===== src/rtl/sum_stationary_pkg.sv =====
// Shared types and sizing helpers for the sum_stationary engine and its driver.
// Keeps C_DATA_WIDTH and the engine timeout in one place.
package sum_stationary_pkg;

    typedef enum logic [1:0] {
        S_LOAD,
        S_FEED,
        S_WAIT,
        S_DRAIN
    } state_e;

    localparam int TIMEOUT_MULT = 4;

    function automatic int c_data_width(input int dw, input int n);
        return 2 * dw + $clog2(n);
    endfunction

    function automatic int timeout_cycles(input int n);
        return TIMEOUT_MULT * n;
    endfunction

    function automatic int idx_width(input int n);
        return (n > 1) ? $clog2(n) : 1;
    endfunction

endpackage


===== src/rtl/operand_buffer.sv =====
// N x N operand store: row-indexed write, row or column (transposed) read.
// The read port is purely combinational from the stored registers.
module operand_buffer
    import sum_stationary_pkg::*;
#(
    parameter int DATA_WIDTH = 8,
    parameter int N          = 4,
    parameter bit TRANSPOSE  = 1'b0,
    localparam int IW        = idx_width(N)
) (
    input  logic                  clk_i,
    input  logic                  reset_i,
    input  logic                  wr_en,
    input  logic [IW-1:0]         wr_idx,
    input  logic [DATA_WIDTH-1:0] wr_data [N],
    input  logic [IW-1:0]         rd_idx,
    output logic [DATA_WIDTH-1:0] rd_data [N]
);

    logic [DATA_WIDTH-1:0] mem [N][N];

    always_ff @(posedge clk_i or posedge reset_i) begin
        if (reset_i) begin
            for (int i = 0; i < N; i++)
                for (int j = 0; j < N; j++)
                    mem[i][j] <= '0;
        end else if (wr_en) begin
            for (int j = 0; j < N; j++)
                mem[wr_idx][j] <= wr_data[j];
        end
    end

    always_comb begin
        for (int k = 0; k < N; k++)
            rd_data[k] = TRANSPOSE ? mem[k][rd_idx] : mem[rd_idx][k];
    end

endmodule


===== src/rtl/sum_stationary_driver.sv =====
// Load/feed/wait/drain controller wrapped around the sum_stationary engine.
// One shared counter walks load beats, feed beats and drained result rows.
module sum_stationary_driver
    import sum_stationary_pkg::*;
#(
    parameter int DATA_WIDTH   = 8,
    parameter int N            = 4,
    parameter int C_DATA_WIDTH = c_data_width(DATA_WIDTH, N)
) (
    input  logic                    clk_i,
    input  logic                    reset_i,
    input  logic                    ld_valid_i,
    output logic                    ld_ready_o,
    input  logic [DATA_WIDTH-1:0]   ld_a_i [N],
    input  logic [DATA_WIDTH-1:0]   ld_b_i [N],
    output logic                    eng_reset_o,
    output logic                    eng_valid_o,
    output logic [DATA_WIDTH-1:0]   eng_a_o [N],
    output logic [DATA_WIDTH-1:0]   eng_b_o [N],
    input  logic                    eng_valid_i,
    input  logic [C_DATA_WIDTH-1:0] eng_c_i [N*N],
    output logic                    res_valid_o,
    input  logic                    res_ready_i,
    output logic [C_DATA_WIDTH-1:0] res_data_o [N],
    output logic                    res_last_o,
    output logic                    err_o
);

    localparam int CW = idx_width(N);
    localparam int WW = idx_width(timeout_cycles(N));

    state_e                  state_q, state_d;
    logic [CW-1:0]           cnt_q;
    logic [WW-1:0]           wait_q;
    logic                    eng_reset_q;
    logic                    err_q;
    logic [C_DATA_WIDTH-1:0] c_q [N][N];
    logic [DATA_WIDTH-1:0]   a_col [N];
    logic [DATA_WIDTH-1:0]   b_row [N];

    logic ld_fire, res_fire, last_cnt, timeout, capture;

    assign ld_fire  = (state_q == S_LOAD) && ld_valid_i;
    assign res_fire = (state_q == S_DRAIN) && res_ready_i;
    assign last_cnt = (cnt_q == CW'(N - 1));
    assign timeout  = (wait_q == WW'(timeout_cycles(N) - 1));
    assign capture  = (state_q == S_WAIT) && eng_valid_i;

    operand_buffer #(
        .DATA_WIDTH(DATA_WIDTH), .N(N), .TRANSPOSE(1'b1)
    ) u_buf_a (
        .clk_i(clk_i), .reset_i(reset_i),
        .wr_en(ld_fire), .wr_idx(cnt_q), .wr_data(ld_a_i),
        .rd_idx(cnt_q), .rd_data(a_col)
    );

    operand_buffer #(
        .DATA_WIDTH(DATA_WIDTH), .N(N), .TRANSPOSE(1'b0)
    ) u_buf_b (
        .clk_i(clk_i), .reset_i(reset_i),
        .wr_en(ld_fire), .wr_idx(cnt_q), .wr_data(ld_b_i),
        .rd_idx(cnt_q), .rd_data(b_row)
    );

    always_ff @(posedge clk_i or posedge reset_i) begin
        if (reset_i) state_q <= S_LOAD;
        else         state_q <= state_d;
    end

    always_comb begin
        state_d = state_q;
        unique case (state_q)
            S_LOAD:  if (ld_valid_i && last_cnt) state_d = S_FEED;
            S_FEED:  if (last_cnt) state_d = S_WAIT;
            S_WAIT:  if (eng_valid_i) state_d = S_DRAIN;
                     else if (timeout) state_d = S_LOAD;
            S_DRAIN: if (res_ready_i && last_cnt) state_d = S_LOAD;
            default: state_d = S_LOAD;
        endcase
    end

    // eng_reset_q powers up high so the engine sees one clear edge after reset.
    always_ff @(posedge clk_i or posedge reset_i) begin
        if (reset_i) begin
            cnt_q       <= '0;
            wait_q      <= '0;
            eng_reset_q <= 1'b1;
            err_q       <= 1'b0;
            for (int i = 0; i < N; i++)
                for (int j = 0; j < N; j++)
                    c_q[i][j] <= '0;
        end else begin
            eng_reset_q <= (state_q == S_WAIT) && (eng_valid_i || timeout);
            if (state_q == S_WAIT && !eng_valid_i && timeout)
                err_q <= 1'b1;
            if (ld_fire || state_q == S_FEED || res_fire)
                cnt_q <= last_cnt ? '0 : cnt_q + 1'b1;
            if (state_q == S_WAIT) wait_q <= wait_q + 1'b1;
            else                   wait_q <= '0;
            if (capture) begin
                for (int i = 0; i < N; i++)
                    for (int j = 0; j < N; j++)
                        c_q[i][j] <= eng_c_i[i*N+j];
            end
        end
    end

    always_comb begin
        ld_ready_o  = (state_q == S_LOAD);
        eng_valid_o = (state_q == S_FEED);
        res_valid_o = (state_q == S_DRAIN);
        res_last_o  = (state_q == S_DRAIN) && last_cnt;
        eng_reset_o = eng_reset_q;
        err_o       = err_q;
        for (int k = 0; k < N; k++) begin
            eng_a_o[k]    = (state_q == S_FEED) ? a_col[k] : '0;
            eng_b_o[k]    = (state_q == S_FEED) ? b_row[k] : '0;
            res_data_o[k] = (state_q == S_DRAIN) ? c_q[cnt_q][k] : '0;
        end
    end

endmodule


===== config.mk =====
export PLATFORM = sky130hd
export DESIGN_NAME = sum_stationary_driver
export DESIGN_NICKNAME = d
export VERILOG_FILES = /design/src/rtl/sum_stationary_pkg.sv /design/src/rtl/operand_buffer.sv /design/src/rtl/sum_stationary_driver.sv
export SDC_FILE = /design/constraint.sdc
export NUM_CORES = 1
export LEC_CHECK = 0
export BUFFER_PORTS_ARGS = -buffer_cell sky130_fd_sc_hd__buf_4
export CAP_MARGIN = 40
export CORE_ASPECT_RATIO = 1.1
export CORE_UTILIZATION = 55
export DETAILED_ROUTE_END_ITERATION = 8
export PLACE_DENSITY_LB_ADDON = 0.2
export SLEW_MARGIN = 30
export SYNTH_ARGS = -nofsm -noshare
export SYNTH_HDL_FRONTEND = slang
export SYNTH_HIERARCHICAL = 1
export SYNTH_SLANG_ARGS = --single-unit

===== constraint.sdc =====
create_clock -name clk_i -period 19.33 [get_ports clk_i]
set_input_delay 0 -clock clk_i [delete_from_list [all_inputs] [get_ports clk_i]]
set_output_delay 0 -clock clk_i [all_outputs]
set_load 0.01 [all_outputs]

==> impl_metrics.tcl <==
set metrics [dict create \
    clock_latency_ps 610 \
    worstPathArrival_ps 3210 \
    placed_area_mm2 0.02983 \
    ctsHoldBuffers 356 \
    p_leak_nw 16.91 \
    clock_sinks 554 \
    place_ws_ps 15970 \
    synth_top_area_frac 0.5397 \
    whs_ps 167.8 \
    stdcell_area_mm2 0.03537 \
    synth.distinct_cells 30 \
    min_path_type "in2reg" \
    core_mm2 0.04576 \
    cts_repair_resize_count 0 \
    route.detailed.drc 0 \
    path_cells "buf_12, mux4_2, and2_1, buf_4" \
    critPathMaxFanout 101 \
    cpLargestDelayFamily "flip-flops" \
    cpMaxStageDelayCell "dfrtp_4" \
    maxSlewHeadroom 0.4316 \
    fin_util 0.7729 \
    grt_max_degree 152 \
    cts_tree "yes" \
    crit_buf_inv 2 \
    drt-initial-drc-count 1041 \
    first_global_vias 19240 \
    synthTopCellsByArea "dfrtp_1, mux2_2, mux4_2" \
    area_growth_pct 37.93 \
    port_buffers 498 \
    clock.fmax_mhz 311.7 \
    wl_per_cell_um 24.40 \
    outcome "complete, no violations" \
    grt_overflow 0 \
    finalCritPeriodShare 0.1660 \
    tns_ps 0 \
    grt_usage 0.3105 \
    syn_nets 1876 \
    worst-setup-path-type "reg2out" \
    vias 16880 \
    die_w_um 207.9 \
    post_cts_buffers 0 \
    slowest_delay_ps 890 \
    rsz0062_at_grt "no" \
    grt_util_met3 0.06678 \
    cts-root-buf "clkbuf_16" \
    final_nets 2718 \
    setup_viol 0 \
    ys_seq_area_frac 0.5407 \
    ir_drop_mv 0.1487 \
    async_reset_ff_frac 1.000 \
    firstDrtPassIters 4 \
    gp_congestion 0.7900 \
    grt_pass1_wl_um 113000 \
    slew_violations 0 \
    syn_area_mm2 0.02564 \
    ys_warn_count 6 \
    synth_top_area_cell "dfrtp_1" \
    ys_ff_latch 554 \
    syn_inst 1517 \
    fill_cells 2476 \
    ant_nets 0 \
    met2_usage 0.5354 \
    crit_path_end_kind "primary output" \
    cp_data_required_time_ps 19330 \
    maxCapViolCount 0 \
    htree_levels 2 \
    grtUsageMet1 0.3670 \
    hold_violations 0 \
    initial_utilization 0.5604 \
    placementRows 82 \
    p_per_area_mw_per_mm2 152.4 \
    fin_crit_ps 3208 \
    worst_slack_ps 16120 \
    io_pins 499 \
    clk_pin_slew_ps 60 \
    synth_edf_count 0 \
    startpoint_type "register" \
    grt-busiest-layer "met2" \
    place_hpwl_um 42620 \
    cts_buffers 57 \
    synth-main-ff-cell "dfrtp_1" \
    die-height_um 228.5 \
    layout-drive-gt1-share 0.5442 \
    clockBufferDepth 3 \
    antenna_found_initial 25 \
    worst_pin_slew_ps 852.6 \
    die_area_mm2 0.04749 \
    avgSynthCellArea_um2 16.90 \
    avgViaCountPerCell 5.611 \
    fin_skew_ps 12.35 \
    wl_um 73410 \
]
-- synth_stat cells (all sizes together), types with 2 or more instances --
library cell and n:
nand3 4, buf 88, and2 139, ha 2
mux2 546, nor3b 2, a21oi 4, nand3b 4
nand2b 2, nor2 5, inv 5, clkbuf 15
nor2b 3, mux4 136, dfrtp 553
-- logic make-up (layout without fill, tap and decap cells) --
| family | after synthesis | after routing | share of synthesized area |
|---|---|---|---|
| muxes | 682 | 682 | 0.3885 |
| and+or+nand+nor | 161 | 161 | 0.03938 |
| adders and majority gates | 2 | 2 | 0.0009757 |
| buffers and inverters | 108 | 989 | 0.02776 |
| xor gates and xnor gates | 2 | 2 | 0.0006833 |
| DFF | 554 | 554 | 0.5407 |
| other | 0 | 22 | 0 |
| AOI/OAI and AO/OA | 8 | 8 | 0.002001 |
-- worst reg2reg max path: cells and delay by family (launching register included) --
kind                   cells  cell delay, ps
buffers and inverters      4            1590
flip-flops                 1             490
multiplexers               1             400
AND/OR/NAND/NOR            2             370
-- sequential cells by signal, summed over array words and instances (netlist names) --
| name | count |
|---|---|
| state_q | 2 |
| u_buf_a/mem | 128 |
| eng_reset_o | 1 |
| wait_q | 4 |
| c_q | 288 |
| cnt_q | 2 |
| u_buf_b/mem | 128 |
| err_o | 1 |
-- report_power, final --
part / internal, W / switching, W
registers: 0.00171 / 0.000365
logic: 0.00140 / 0.000844
clock network: 0.000605 / 0.000462
total: 0.00372 / 0.00167
-- layout by cell type, fill, tap and decap left out, types with 12 or more instances in the layout --
master / synthesis / final
mux2_4: 200 / 200
mux4_2: 136 / 136
dlygate4sd3_1: 0 / 357
diode_2: 0 / 22
dfrtp_1: 553 / 551
clkbuf_1: 15 / 12
clkbuf_8: 0 / 14
and2_1: 139 / 138
clkbuf_16: 0 / 57
buf_4: 19 / 514
mux2_2: 342 / 342
-- cell type report --
class	instances	area [um^2]	area share
Inverter	5	36.28	0.001026
Timing Repair Buffer	886	7791	0.2203
Tap cell	588	735.7	0.02080
Sequential cell	554	13870	0.3922
Clock buffer	83	1664	0.04705
Clock inverter	15	112.6	0.003184
Antenna cell	22	55.05	0.001557
Multi-Input combinational cell	855	11100	0.3139
-- final timing paths --
| path | startpoint | endpoint | slack [ps] | cells past startpoint |
|---|---|---|---|---|
| worst max register to register | state_q[1] | c_q[49] | 16390 | 7 |
| worst min register to register | wait_q[0] | wait_q[0] | 470 | 1 |
| max in group asynchronous | reset_i | u_buf_b/mem[13] | 17420 | 6 |
| min in group asynchronous | reset_i | u_buf_a/mem[30] | 580 | 4 |
| worst max-delay path | cnt_q[1] | res_data_o[5] | 16120 | 4 |
| worst min-delay path | eng_c_i[238] | c_q[238] | 170 | 3 |
-- metal layers --
metal  part of all wire  up-vias
li1                   -     7242
met1               0.38     8792
met2               0.51      620
met3              0.055      215
met4              0.051        8
met5            0.00069        -
-- per-stage QoR --
step	power (W)	instances
2_1_floorplan	0.003492	1517
3_3_place_gp	0.004060	2519
3_5_place_dp	0.004163	2526
4_1_cts	0.005299	2980
5_1_grt	0.005628	3006
6_report	0.005392	3008
Note: power is estimated with default switching activity, not from simulation.
